===== src/rtl/axil_pkg.sv =====
// Shared AXI4-Lite request/response bundles, response codes and arbiter state type
// for the core-to-memory interconnect.
package axil_pkg;

    localparam int ADDR_W = 32;
    localparam int DATA_W = 32;
    localparam int STRB_W = DATA_W / 8;

    localparam logic [1:0] RESP_OKAY   = 2'b00;
    localparam logic [1:0] RESP_SLVERR = 2'b10;
    localparam logic [1:0] RESP_DECERR = 2'b11;

    typedef struct packed {
        logic              ar_valid;
        logic [ADDR_W-1:0] araddr;
        logic              aw_valid;
        logic [ADDR_W-1:0] awaddr;
        logic              w_valid;
        logic [DATA_W-1:0] wdata;
        logic [STRB_W-1:0] wstrb;
        logic              r_ready;
        logic              b_ready;
    } axil_req_t;

    typedef struct packed {
        logic              ar_ready;
        logic              aw_ready;
        logic              w_ready;
        logic              r_valid;
        logic [DATA_W-1:0] rdata;
        logic [1:0]        rresp;
        logic              b_valid;
        logic [1:0]        bresp;
    } axil_rsp_t;

    typedef enum logic [1:0] {
        ST_IDLE    = 2'd0,
        ST_RD      = 2'd1,
        ST_WR      = 2'd2,
        ST_WR_RESP = 2'd3
    } arb_state_t;

    typedef enum logic {
        OWN_IFU = 1'b0,
        OWN_LSU = 1'b1
    } owner_t;

endpackage


===== src/rtl/mem_arbiter.sv =====
// 2:1 AXI4-Lite arbiter between instruction fetch (read-only) and load/store masters onto
// one memory port; a single transaction in flight, channels wired through once granted.
module mem_arbiter
    import axil_pkg::*;
#(
    parameter bit LSU_PRIORITY = 1'b1
) (
    input  logic      clk,
    input  logic      rst,
    input  axil_req_t ifu_req,
    output axil_rsp_t ifu_rsp,
    input  axil_req_t lsu_req,
    output axil_rsp_t lsu_rsp,
    output axil_req_t mem_req,
    input  axil_rsp_t mem_rsp
);

    arb_state_t state_q;
    owner_t     owner_q;
    logic       aw_done_q;
    logic       w_done_q;
    logic       aw_done_d;
    logic       w_done_d;
    logic       lsu_wr_s;
    logic       lsu_win_s;
    logic       r_hs_s;
    logic       b_hs_s;
    axil_req_t  sel_req_s;
    axil_rsp_t  own_rsp_s;
    logic       unused_ifu_s;

    assign unused_ifu_s = ^{ifu_req.aw_valid, ifu_req.awaddr, ifu_req.w_valid,
                            ifu_req.wdata, ifu_req.wstrb, ifu_req.b_ready};

    assign lsu_wr_s  = lsu_req.aw_valid | lsu_req.w_valid;
    assign lsu_win_s = (lsu_wr_s | lsu_req.ar_valid) & (LSU_PRIORITY | ~ifu_req.ar_valid);
    assign r_hs_s    = mem_rsp.r_valid & mem_req.r_ready;
    assign b_hs_s    = mem_rsp.b_valid & mem_req.b_ready;
    assign aw_done_d = aw_done_q | (mem_req.aw_valid & mem_rsp.aw_ready);
    assign w_done_d  = w_done_q  | (mem_req.w_valid  & mem_rsp.w_ready);

    // Grant/transaction FSM; a reset drops any in-flight beat back to idle.
    always_ff @(posedge clk) begin
        if (rst) begin
            state_q   <= ST_IDLE;
            owner_q   <= OWN_IFU;
            aw_done_q <= 1'b0;
            w_done_q  <= 1'b0;
        end else begin
            case (state_q)
                ST_IDLE: begin
                    aw_done_q <= 1'b0;
                    w_done_q  <= 1'b0;
                    if (lsu_win_s) begin
                        owner_q <= OWN_LSU;
                        state_q <= lsu_wr_s ? ST_WR : ST_RD;
                    end else if (ifu_req.ar_valid) begin
                        owner_q <= OWN_IFU;
                        state_q <= ST_RD;
                    end else begin
                        state_q <= ST_IDLE;
                    end
                end
                ST_RD: begin
                    state_q <= r_hs_s ? ST_IDLE : ST_RD;
                end
                ST_WR: begin
                    aw_done_q <= aw_done_d;
                    w_done_q  <= w_done_d;
                    state_q   <= (aw_done_d && w_done_d) ? ST_WR_RESP : ST_WR;
                end
                ST_WR_RESP: begin
                    state_q <= b_hs_s ? ST_IDLE : ST_WR_RESP;
                end
                default: begin
                    state_q <= ST_IDLE;
                end
            endcase
        end
    end

    // Channel mux: owner's channels go to memory, memory's reply goes only to the owner.
    always_comb begin
        mem_req   = '0;
        own_rsp_s = '0;
        ifu_rsp   = '0;
        lsu_rsp   = '0;
        sel_req_s = (owner_q == OWN_LSU) ? lsu_req : ifu_req;
        case (state_q)
            ST_RD: begin
                mem_req.ar_valid   = sel_req_s.ar_valid;
                mem_req.araddr     = sel_req_s.araddr;
                mem_req.r_ready    = sel_req_s.r_ready;
                own_rsp_s.ar_ready = mem_rsp.ar_ready;
                own_rsp_s.r_valid  = mem_rsp.r_valid;
                own_rsp_s.rdata    = mem_rsp.rdata;
                own_rsp_s.rresp    = mem_rsp.rresp;
            end
            ST_WR: begin
                // A channel that already handshook is masked so memory sees each beat once.
                mem_req.aw_valid   = lsu_req.aw_valid & ~aw_done_q;
                mem_req.awaddr     = lsu_req.awaddr;
                mem_req.w_valid    = lsu_req.w_valid & ~w_done_q;
                mem_req.wdata      = lsu_req.wdata;
                mem_req.wstrb      = lsu_req.wstrb;
                own_rsp_s.aw_ready = mem_rsp.aw_ready & ~aw_done_q;
                own_rsp_s.w_ready  = mem_rsp.w_ready & ~w_done_q;
            end
            ST_WR_RESP: begin
                mem_req.b_ready   = lsu_req.b_ready;
                own_rsp_s.b_valid = mem_rsp.b_valid;
                own_rsp_s.bresp   = mem_rsp.bresp;
            end
            default: begin
                own_rsp_s = '0;
            end
        endcase
        if (owner_q == OWN_LSU) begin
            lsu_rsp = own_rsp_s;
        end else begin
            ifu_rsp = own_rsp_s;
        end
    end

endmodule


===== config.mk =====
export PLATFORM = sky130hd
export DESIGN_NAME = mem_arbiter
export DESIGN_NICKNAME = d
export VERILOG_FILES = /design/src/rtl/axil_pkg.sv /design/src/rtl/mem_arbiter.sv
export SDC_FILE = /design/constraint.sdc
export NUM_CORES = 1
export LEC_CHECK = 0
export ABC_AREA = 1
export ABC_CLOCK_PERIOD_IN_PS = 1300
export BUFFER_PORTS_ARGS = -buffer_cell sky130_fd_sc_hd__buf_2
export CORE_AREA = 2 2 170 172
export DETAILED_ROUTE_END_ITERATION = 10
export DIE_AREA = 0 0 172 174
export PLACE_DENSITY_LB_ADDON = 0.12
export SETUP_SLACK_MARGIN = 0.5
export SLEW_MARGIN = 20
export SYNTH_ARGS = -nofsm -noshare
export SYNTH_HDL_FRONTEND = slang
export SYNTH_SLANG_ARGS = --single-unit

===== constraint.sdc =====
create_clock -name clk -period 1.3 [get_ports clk]
set_input_delay 0.13 -clock clk [delete_from_list [all_inputs] [get_ports clk]]
set_output_delay 0.13 -clock clk [all_outputs]
set_load 0.02 [all_outputs]

==> reports/qor.yml <==
outcome: "finished with violations"
violations: "setup timing"
syn_to_final_growth_pct: 211
cp-end-kind: "output port"
cts_max_level: 1
hp-class: "primary input to flip-flop"
syn_area_per_cell_um2: 4.98
finalSetupViolCount: 186
die_w_um: 172
r2r-end: "state_q[0]"
syn-num-nets: 695
start_util: 0.0779
wl_per_cell_um: 12.3
netlist_area_mm2: 0.00220
criticalPathCategory: "flip-flop to output port"
finalCriticalPeriod_ns: 1.50
clkLatencyLatePin_ns: 0.24
track_usage: 0.0933
overflow: 0
finalNetCount: 1069
drtPass1Iterations: 4
hold_buffers: 0
hold_ws_ns: 0.139
dp_cells: 1186
rows: 62
min_to: "state_q[1]"
synth_edf_count: 0
grt_pass1_wl_um: 22300
vdd_drop_max_mv: 0.288
clk_pin_slew_ns: 0.04
clock-sinks: 5
ys_types: 21
die_h_um: 174
fin_util: 0.242
syn_inst: 442
vias: 4069
rsz0062_at_grt: "true"
grt_pass1_vias: 4235
numPortBuffers: 368
dpl_worst_slack_ns: -0.0551
drive_gt1_frac: 0.715
drt_wl_total_um: 14700
io_pins: 440
fin_worst_skew_ns: 0.00591
whs_path_depth: 2
numCtsBuffers: 3
slew_violations: 0
dieArea_mm2: 0.0299
drt_iter0_markers: 51
setup_tns_ns: -26.99
r2r-start: "state_q[1]"
clock-root-buffer: "clkbuf_16"
avgViaCountPerCell: 3.39
setup_slack_ns: -0.196
critical_path.max_fanout: 23
hpwlAfterDp_um: 12500
p_per_area_mw_per_mm2: 559
crit_required_ns: 1.17
instances_no_fill: 1200
synth_seq_cells: 5
yosysWarningCount: 0
cp.arrival_ns: 1.37
drv_cap: 0
grt_start_max_net_pins: 26
tritoncts: "done"
fmax_mhz: 668
relSlewSlack: 0.789
core_region_area_mm2: 0.0282
regToRegSetupSlack_ns: 0.06
startpoint_type: "flip-flop"
async_flop_share: 0
rr_worst_depth: 8
yosysSeqAreaShare: 0.0455
final_hold_viol_count: 0
max-clock-path-buffers: 2
gp_congestion: 0.701
synth_ff_type: "dfxtp_1"
hold_start: "rst"
timing.final.crit_share: 1.15
worstMarginPinSlew_ns: 0.316
p_leak_nw: 3.54
ant_nets: 0
antenna_found_initial: 1
post-route-drc-count: 0
## kinds of logic after synthesis
kind of cell / after synthesis / synth area share
AO/OA/AOI/OAI: 44 / 0.160
buffers and inverters: 154 / 0.294
flip-flops: 5 / 0.0455
AND/OR/NAND/NOR: 239 / 0.500
## timing repair
| action | CTS | global route |
|---|---|---|
| buffers inserted | 6 | 0 |
| pin swaps | 2 | 1 |
| setup endpoints to repair | 192 | 192 |
| cloned | 3 | 0 |
| gates resized for setup | 166 | 14 |
## Yosys cell counts (4+ instances only)
| master | instances | area [um2] |
|---|---|---|
| a21oi_2 | 33 | 289 |
| nand2_1 | 74 | 278 |
| buf_6 | 6 | 67.6 |
| nand3_1 | 4 | 20.0 |
| buf_2 | 19 | 95.1 |
| nor3_2 | 17 | 170 |
| inv_1 | 117 | 439 |
| a21oi_1 | 4 | 20.0 |
| nor3_1 | 63 | 315 |
| clkbuf_1 | 10 | 37.5 |
| nor2_1 | 78 | 293 |
| dfxtp_1 | 5 | 100 |
## worst max-delay path, stage by stage (launching register included)
cell	delay [ns]
dfxtp_4	0.35
inv_4	0.05
nand2_4	0.20
buf_12	0.31
nor2_4	0.06
buf_2	0.16
## state kept, by name, indices dropped and copies added (netlist names)
name       flops
aw_done_q      1
w_done_q       1
state_q        2
owner_q        1
## metal layers
metal,track usage,share of wire,up-vias
met2,0.190,0.55,209
met5,0,0.00081,-
li1,-,-,2072
met1,0.0922,0.34,1768
met3,0.0276,0.10,18
met4,0.0140,0.012,2
## how the worst max path moves through the flow
stage,from,endpoint,slack (ns)
after detailed placement,owner_q,mem_req[73],-0.06
after floorplan,state_q[0],ifu_rsp[31],0.03
after global routing,state_q[1],ifu_rsp[9],-0.27
after CTS,state_q[0],mem_req[75],-0.24
final,state_q[0],mem_req[25],-0.20
after global placement,owner_q,mem_req[73],-0.06
## per-stage QoR
stage | area [um2] | power [W]
6_report | 6840 | 0.00382
3_5_place_dp | 6090 | 0.00307
3_3_place_gp | 6090 | 0.00309
2_1_floorplan | 3760 | 0.00224
5_1_grt | 6840 | 0.00408
4_1_cts | 6790 | 0.00388
## layout make-up
type | instances | area (um2)
clock buffers | 3 | 75.1
clock inverters | 1 | 5.00
inverters | 119 | 464
multi-input cells | 283 | 2850
fillers | 3208 | 21400
well taps | 384 | 480
flip-flops and latches | 5 | 111
repair buffers | 404 | 2850
diodes | 1 | 2.50
## power by group
group	switching, W	total, W	internal (W)
sequential	0.0000300	0.000201	0.000171
combinational	0.00194	0.00310	0.00116
clock	0.000117	0.000520	0.000403
## cells in the final DEF, fill, tap and decap left out, drive strengths merged
master,n
buf,404
inv,119
nor3,80
nor2,79
nand2,75
a21oi,37
dfxtp,5
nand3,4
clkbuf,3
o21ai,3
diode,1
nand4,1
a22oi,1
a211oi,1
o21bai,1
a31oi,1
clkinv,1
Power figures use the tool's default switching activity.
